File: config.mk
export PLATFORM = sky130hd
export DESIGN_NAME = gobang_move_ctrl
export DESIGN_NICKNAME = d
export VERILOG_FILES = /design/src/rtl/gobang_move_ctrl.sv
export SDC_FILE = /design/constraint.sdc
export NUM_CORES = 1
export LEC_CHECK = 0
export CELL_PAD_IN_SITES_DETAIL_PLACEMENT = 2
export CELL_PAD_IN_SITES_GLOBAL_PLACEMENT = 2
export CORE_MARGIN = 8
export CORE_UTILIZATION = 25
export DETAILED_ROUTE_END_ITERATION = 16
export PLACE_DENSITY_LB_ADDON = 0.1
export SYNTH_ARGS = -nofsm -noshare
export SYNTH_HDL_FRONTEND = slang
export SYNTH_SLANG_ARGS = --single-unit
File: constraint.sdc
create_clock -name clk -period 6.8 [get_ports clk]
set_input_delay 2.04 -clock clk [delete_from_list [all_inputs] [get_ports clk]]
set_output_delay 2.04 -clock clk [all_outputs]
set_load 0.05 [all_outputs]
File: src/rtl/gobang_move_ctrl.sv
// Move controller for the 15x15 gobang board.
// Owns both stone maps, checks each offered move for legality, writes legal
// stones, hands the last move to the win checkers for one cycle, and turns
// their combined verdict into win / draw / next turn.
module gobang_move_ctrl #(
  parameter int unsigned BOARD_N      = 15,
  parameter int unsigned CELLS        = BOARD_N * BOARD_N,
  parameter bit          FIRST_PLAYER = 1'b0
) (
  input  logic             clk,
  input  logic             rst,
  input  logic             restart,
  input  logic             move_valid,
  input  logic [3:0]       move_row,
  input  logic [3:0]       move_col,
  output logic             move_ready,
  output logic             move_reject,
  output logic [3:0]       chk_row,
  output logic [3:0]       chk_col,
  output logic [CELLS-1:0] chk_map,
  output logic             chk_req,
  input  logic             win_in,
  output logic [CELLS-1:0] black_map,
  output logic [CELLS-1:0] white_map,
  output logic             turn,
  output logic [7:0]       move_count,
  output logic             game_over,
  output logic [1:0]       winner
);

  // Wide enough for row = col = 15 (out-of-range requests) without truncation.
  localparam int unsigned IDX_W    = $clog2(15 * (BOARD_N + 1) + 1);
  localparam logic [3:0]  MAX_RC   = 4'(BOARD_N - 1);
  localparam logic [7:0]  FULL_CNT = 8'(CELLS);

  typedef enum logic [1:0] {
    S_IDLE     = 2'd0,
    S_CHECK    = 2'd1,
    S_GAMEOVER = 2'd2
  } state_t;

  state_t           r_state;
  logic [CELLS-1:0] r_black_map;
  logic [CELLS-1:0] r_white_map;
  logic [3:0]       r_chk_row;
  logic [3:0]       r_chk_col;
  logic             r_chk_req;
  logic             r_move_ready;
  logic             r_move_reject;
  logic             r_turn;
  logic [7:0]       r_move_count;
  logic             r_game_over;
  logic [1:0]       r_winner;

  logic [IDX_W-1:0] w_idx;
  logic [CELLS-1:0] w_onehot;
  logic             w_in_range;
  logic             w_occupied;
  logic             w_legal;

  // Cell index and legality of the request currently on the move port.
  // An out-of-range index shifts the one-hot to zero, so the occupancy test
  // never reads past the map; the range test rejects such moves anyway.
  always_comb begin
    w_idx      = IDX_W'(move_row) * IDX_W'(BOARD_N) + IDX_W'(move_col);
    w_onehot   = {{(CELLS-1){1'b0}}, 1'b1} << w_idx;
    w_in_range = (move_row <= MAX_RC) && (move_col <= MAX_RC);
    w_occupied = |((r_black_map | r_white_map) & w_onehot);
    w_legal    = w_in_range && !w_occupied;
  end

  // Game FSM: move intake in IDLE, one-cycle verdict in CHECK, frozen in GAMEOVER.
  always_ff @(posedge clk) begin
    if (rst || restart) begin
      r_state       <= S_IDLE;
      r_black_map   <= '0;
      r_white_map   <= '0;
      r_chk_row     <= '0;
      r_chk_col     <= '0;
      r_chk_req     <= 1'b0;
      r_move_ready  <= 1'b1;
      r_move_reject <= 1'b0;
      r_turn        <= FIRST_PLAYER;
      r_move_count  <= '0;
      r_game_over   <= 1'b0;
      r_winner      <= 2'b00;
    end else begin
      r_move_reject <= 1'b0;
      case (r_state)
        S_IDLE: begin
          if (move_valid) begin
            if (w_legal) begin
              if (r_turn) r_white_map <= r_white_map | w_onehot;
              else        r_black_map <= r_black_map | w_onehot;
              r_chk_row    <= move_row;
              r_chk_col    <= move_col;
              r_move_count <= r_move_count + 8'd1;
              r_chk_req    <= 1'b1;
              r_move_ready <= 1'b0;
              r_state      <= S_CHECK;
            end else begin
              r_move_reject <= 1'b1;
            end
          end
        end
        S_CHECK: begin
          r_chk_req <= 1'b0;
          if (win_in) begin
            r_winner    <= r_turn ? 2'b10 : 2'b01;
            r_game_over <= 1'b1;
            r_state     <= S_GAMEOVER;
          end else if (r_move_count == FULL_CNT) begin
            r_winner    <= 2'b11;
            r_game_over <= 1'b1;
            r_state     <= S_GAMEOVER;
          end else begin
            r_turn       <= ~r_turn;
            r_move_ready <= 1'b1;
            r_state      <= S_IDLE;
          end
        end
        S_GAMEOVER: begin
        end
        default: begin
          r_state <= S_IDLE;
        end
      endcase
    end
  end

  // During CHECK the turn has not toggled yet, so this selects the mover's map.
  always_comb begin
    chk_map = r_turn ? r_white_map : r_black_map;
  end

  assign move_ready  = r_move_ready;
  assign move_reject = r_move_reject;
  assign chk_row     = r_chk_row;
  assign chk_col     = r_chk_col;
  assign chk_req     = r_chk_req;
  assign black_map   = r_black_map;
  assign white_map   = r_white_map;
  assign turn        = r_turn;
  assign move_count  = r_move_count;
  assign game_over   = r_game_over;
  assign winner      = r_winner;

endmodule
== Word level (Yosys, flattened, before mapping) ==
Index checks and enable logic that the tools add are counted.

* Latch bits: 0
* ROM bits: 0
* Register bits after elaboration: 475
* Input port bits: 13
* Output and inout port bits: 698
* Logic and storage cells: 72
* Memory bits (writable): 0
* Memories: 0

* Shift operators: 1
* Multiplexer cells: 20
* Magnitude comparators: 2
* Equal/unequal tests: 7
* Add/sub/neg operators: 2
* Bitwise gates (word level): 10
* Divide/modulo/power cells: 0
* Multipliers: 1
* Reduce and logical (&&, ||, !) cells: 17

{| class="wikitable"
|+ Operators by type and width
! cell !! number
|-
| 225-bit OR || 3
|-
| 225-bit bitwise AND || 1
|-
| 225-bit two-way mux || 1
|-
| 225-bit OR reduction || 1
|-
| 1-bit by 8-bit left shift with 225-bit output (first input constant) || 1
|-
| 2-bit two-way mux || 7
|-
| 3-bit AND reduction || 4
|-
| 1-bit two-way mux || 9
|-
| 8-bit by 1-bit adder with 8-bit output (second input constant) || 1
|-
| 8-bit by 4-bit adder with 8-bit output || 1
|-
| 8-bit equality test (second input constant) || 1
|-
| 4-bit <= comparator (second input constant) || 2
|-
| 4-bit by 4-bit multiplier with 8-bit output (second input constant) || 1
|-
| 2-bit inequality test (second input constant) || 4
|-
| 4-bit AND reduction || 2
|-
| 1-bit inverter || 6
|-
| 2-bit one-hot mux with 3 select lines || 1
|-
| 5-bit AND reduction || 1
|-
| 1-bit one-hot mux with 2 select lines || 2
|-
| 2-bit nonzero test || 2
|-
| 3-bit OR reduction || 1
|-
| 2-bit by 1-bit equality test with 1-bit output (second input constant) || 1
|-
| 2-bit equality test (second input constant) || 1
|-
| 1-bit logical AND || 2
|-
| other kinds (4) || 4
|}

== Logic depth before layout (Yosys ltp) ==
Gate-level depths: netlist of run 1.

* Depth in word-level cells: 10
* Mapped depth: 27
* Depth with buffers taken out: 19

== Worst setup path before layout of run 1 ==
OpenSTA, ideal clock, no wires.

* Path type: input to register
* From: input port move_row[0]
* To: register r_move_count[7], in the netlist move_count[7]
* Data required time: 6,680 ps
* Buffers on the path: 2
* Arrival time: 6,977 ps
* Library setup time: 120 ps
* Setup slack: -297 ps
* Stages on the path: 19
* Path through: fa_1 fa_1 inv_1 fa_1 inv_1 ha_1 buf_4 a21o_1 a221oi_4 xor2_2 and3_1 buf_2 a21boi_0 a211o_1 or4_1 nor4b_2 nand4_1 or4_1 mux2i_1

* Longest elaborated chain between the ends: 8
* Elaborated cells between the ends (all ways): 10
* Classes of those cells: add/sub: 1; mul: 1; order compare: 1; shift: 1; bitwise: 1; reduce/logical: 5

{| class="wikitable"
|+ RTL lines
! what !! RTL line !! source
|-
| start, declared || 14 || <nowiki>input logic [3:0] move_row,</nowiki>
|-
| 4-bit by 4-bit multiplier with 8-bit output || 65 || <nowiki>w_idx = IDX_W'(move_row) * IDX_W'(BOARD_N) + IDX_W'(move_col);</nowiki>
|-
| 8-bit by 4-bit adder with 8-bit output || 65 ||
|-
| 1-bit by 8-bit left shift with 225-bit output || 66 || <nowiki>w_onehot = {{(CELLS-1){1'b0}}, 1'b1} << w_idx;</nowiki>
|-
| 225-bit bitwise AND || 68 || <nowiki>w_occupied = |((r_black_map | r_white_map) & w_onehot);</nowiki>
|-
| 225-bit OR reduction || 68 ||
|-
| 1-bit logical NOT || 69 || <nowiki>w_legal = w_in_range && !w_occupied;</nowiki>
|-
| 1-bit logical AND * || 69 ||
|-
| 3-bit AND reduction (no line) * || - ||
|-
| end signal, assigned || 97 || <nowiki>r_move_count <= r_move_count + 8'd1;</nowiki>
|-
| end, declared || 51 || <nowiki>logic [7:0] r_move_count;</nowiki>
|}

Every way passes the cells marked *; elsewhere a longest branch is shown, timed or not.
A chain may end at the register's enable or synchronous reset.

== Worst setup path after layout of run 1 ==
* From: input port move_row[1]
* To: register r_white_map[170], in the netlist white_map[170]

* Longest elaborated chain between the ends: 8
* Elaborated cells between the ends (all ways): 11
* Classes of those cells: add/sub: 1; mul: 1; order compare: 1; shift: 1; bitwise: 2; reduce/logical: 5

{| class="wikitable"
|+ RTL lines
! what !! RTL line !! source
|-
| 4-bit by 4-bit multiplier with 8-bit output || 65 ||
|-
| 8-bit by 4-bit adder with 8-bit output || 65 ||
|-
| 1-bit by 8-bit left shift with 225-bit output || 66 ||
|-
| 225-bit bitwise AND || 68 ||
|-
| 225-bit OR reduction || 68 ||
|-
| 1-bit logical NOT || 69 ||
|-
| 1-bit logical AND || 69 ||
|-
| 4-bit AND reduction (no line) || - ||
|-
| end signal, assigned || 93 || <nowiki>if (r_turn) r_white_map <= r_white_map | w_onehot;</nowiki>
|-
| end, declared || 44 || <nowiki>logic [CELLS-1:0] r_white_map;</nowiki>
|}

Several ways; a longest one is shown, not always the timed one.

==> key figures, run 1 <==
Finish
  – Layout cells sized above 1: 0.257
  – Final instance area: 0.0379 mm^2
  – Nets: 3,655
  – Commonest non-fill, non-tap cells in the layout: clkdlybuf4s50_1, dfxtp_1, buf_4, nand2_1, o21ai_0
  – Syn-to-layout area delta: 66.8%
  – Commonest non-fill, non-tap cell in the layout: clkdlybuf4s50_1

Drt
  – Vias/cell: 5.67
  – Remaining antenna violation count: 0
  – # DRC: 0
  – Routed len/inst: 34.1 um
  – Detailed-route via count: 27,400
  – Post-Route WL: 165 mm
  – Initial drt markers: 1,886
  – Drt pass-1 iters: 5

Floorplan
  – Io pins: 711
  – Initial Util: 0.252
  – Die width: 317 um
  – Core area: 0.0900 mm^2
  – Die H: 317 um
  – Row count: 110
  – Die Area: 0.101 mm^2

Setup path
  – Arrival time at the worst endpoint: 7.82 ns
  – Critical-path top delay cell: fa_1
  – CP Class: in -> reg
  – Startpoint Class: input pin
  – Critical Path RT: 7.32 ns
  – Max FO, Critical Path: 15
  – Slowest stage delay, CP: 0.51 ns
  – CP endpoint kind: flip-flop

Synth
  – Async SR Flop Fraction: 0
  – Post-Syn Area: 0.0227 mm^2
  – Post-synthesis register bit count: 475
  – Gate Count Post-Synth: 2,546
  – Sequential share of the synthesized area: 0.419
  – Post-synth EDFFs: 0
  – Synthesis Warnings: 0
  – Synth cell types: 76
  – Syn_nets: 2,587
  – Mapped Avg Cell Area: 8.92 um^2
  – Ys flop type: dfxtp_1

STA
  – Final hold violation count: 0
  – Post-route setup slack: -0.505 ns
  – Final setup fails: 469
  – Final Max Tran Viols: 0
  – Worst slew pin tran: 1.08 ns
  – Total negative setup slack: -161.18 ns
  – Part of the cycle the worst path needs: 1.07
  – RSZ-0062 raised after global routing: true
  – Final min period: 7.30 ns
  – Slew HR: 0.276
  – Skew final: 0.0402 ns
  – Peak Freq: 137 MHz
  – Worst hold margin: 0.482 ns

GRT
  – Initial antenna violation count: 5
  – Grt met1 use: 0.387
  – M2 GR Usage: 0.540
  – Global route overflow: 0
  – Total GRT Usage: 0.309
  – Largest net degree at the start of global routing: 205
  – M3 GR Usage: 0.0551
  – First-pass GRT wire length: 232 mm
  – GRT Max-Usage Layer: met2
  – Vias in the first global route: 29,200

Clock network
  – Max clock buf depth: 3
  – CTS HTree Levels: 2
  – Clk sinks: 475
  – CTS hold repair buffers: 0
  – Reg clk slew, reported paths: 0.06 ns
  – Clock Latency Late Sink: 0.65 ns
  – CTS tree: done
  – Clk root buf: clkbuf_16
  – CTS Buf Count: 56

Status
  – Failing checks: negative setup slack
  – Status: finished, violations left

Power
  – P_sw: 4410 uW
  – Leakage: 0.0137 uW
  – Pint: 6770 uW
  – Power Density: 295 mW/mm^2
  – Clock share of power: 0.288
  – Peak VDD IR: 0.000193 V
  – Switch share: 0.394
  – Gate power share: 0.460
  – Reg power frac: 0.251

Job
  – Max_cap viols: 0

Place
  – Pre-CTS setup slack: -2.32 ns
  – Port buffer count: 710
  – Placed inst area: 0.0347 mm^2
  – Dpl hpwl: 129 mm
  – GPL Wtd Cong: 0.957

Hold path
  – HP Class: reg -> reg
## routing by layer
| metal | routed length, um | part of all wire |
|---|---|---|
| met3 | 9840 | 0.060 |
| met5 | 13 | 0.000079 |
| met1 | 69100 | 0.42 |
| met2 | 80800 | 0.49 |
| met4 | 4980 | 0.030 |
## cell usage after synthesis, drive strengths merged (4+ instances only)
library cell    n  share of area
a2111oi         6         0.0026
a211o           5         0.0019
a211oi         12         0.0040
a21boi          4         0.0013
a21o            8         0.0026
a21oi          47          0.011
a22oi           5         0.0017
a31oi          38          0.010
a32o          204          0.090
and2            8         0.0022
and3           11         0.0030
and4            4         0.0015
buf            68          0.017
clkbuf        156          0.026
dfxtp         475           0.42
fa              7         0.0062
ha             21          0.012
inv            18         0.0030
mux2          225           0.11
mux2i          14         0.0062
nand2         342          0.056
nand2b          5         0.0014
nand3          47          0.011
nand4          22         0.0066
nor2          206          0.034
nor3           75          0.017
nor4           16         0.0044
o2111ai        40          0.015
o211ai         50          0.017
o21ai         299          0.066
o221ai          4         0.0015
o22ai          13         0.0036
o311ai          4         0.0015
o31ai          18         0.0059
o32ai           8         0.0031
or3            11         0.0030
or4             5         0.0017
## kinds of logic after synthesis
logic type | share of synthesized area
AOI/OAI and AO/OA | 0.252
xor gates and xnor gates | 0.00264
adders and majority gates | 0.0177
buffers and inverters | 0.0459
DFF | 0.419
muxes | 0.118
and+or+nand+nor | 0.146
## final timing paths
path / startpoint / to / slack [ns] / depth (start not counted)
worst max-delay path: move_row[1] / white_map[170] / -0.50 / 27
worst min-delay path: chk_row[1] / chk_row[1] / 0.48 / 2
worst max register to register: white_map[68] / move_count[6] / 2.93 / 11
worst min register to register: chk_row[1] / chk_row[1] / 0.48 / 2
## worst max-delay path, delay by kind of cell
| kind | cells | cell delay (ns) |
|---|---|---|
| AO/OA/AOI/OAI | 4 | 0.87 |
| adder cells (fa/ha/maj) | 4 | 1.74 |
| buffers and inverters | 12 | 1.73 |
| AND/OR/NAND/NOR | 7 | 1.42 |
## power by group through the flow
stage	Sequential (uW)	Combinational, uW	Clock, uW
floorplan	2910	1500	0
global placement	2870	4190	0
detailed placement	2870	4250	0
CTS	2810	4940	3260
global route	2810	5230	3370
finish	2810	5150	3220
## layout make-up
cell class,instances,area [um^2]
fillers,9679,52100
multi-input cells,1830,12600
repair buffers,1233,12300
flip-flops and latches,475,9510
clock buffers,79,1610
well taps,1176,1470
clock inverters,24,327
inverters,18,67.6
diodes,2,5.00
## sequential cells by signal, indices dropped and copies added (netlist names), 2 cells and up
register,flops
black_map,225
r_state,2
white_map,225
chk_col,4
winner,2
chk_row,4
move_count,8
## per-stage QoR
step                      std cells   util  total power, uW
after floorplan                2546      -             4420
after global placement         4682  0.386             7060
after detailed placement       4682  0.386             7120
after CTS                      4828  0.420            11000
after global routing           4836  0.421            11400
final                          4837  0.421            11200
## repair_timing
item / 4_1_cts / 5_1_grt
cloned: 16 / 1
endpoints found under the setup margin: 470 / 470
endpoints found under the hold margin: 0 / 0
pin swaps: 65 / 30
buffers inserted: 28 / 13
gates resized for setup: 129 / 28
(Power assumes the default switching activity.)
==> run 2, diff against run 1 <==
--- a/config.mk
+++ b/config.mk
@@ -5,11 +5,13 @@
 export SDC_FILE = /design/constraint.sdc
 export NUM_CORES = 1
 export LEC_CHECK = 0
+export CAP_MARGIN = 20
 export CELL_PAD_IN_SITES_DETAIL_PLACEMENT = 2
 export CELL_PAD_IN_SITES_GLOBAL_PLACEMENT = 2
 export CORE_MARGIN = 8
 export CORE_UTILIZATION = 25
 export DETAILED_ROUTE_END_ITERATION = 16
+export HOLD_SLACK_MARGIN = 0.12
 export PLACE_DENSITY_LB_ADDON = 0.1
 export SYNTH_ARGS = -nofsm -noshare
 export SYNTH_HDL_FRONTEND = slang
==> results of run 2 <==
Final layout, timing and power as in run 1 (identical DEF).
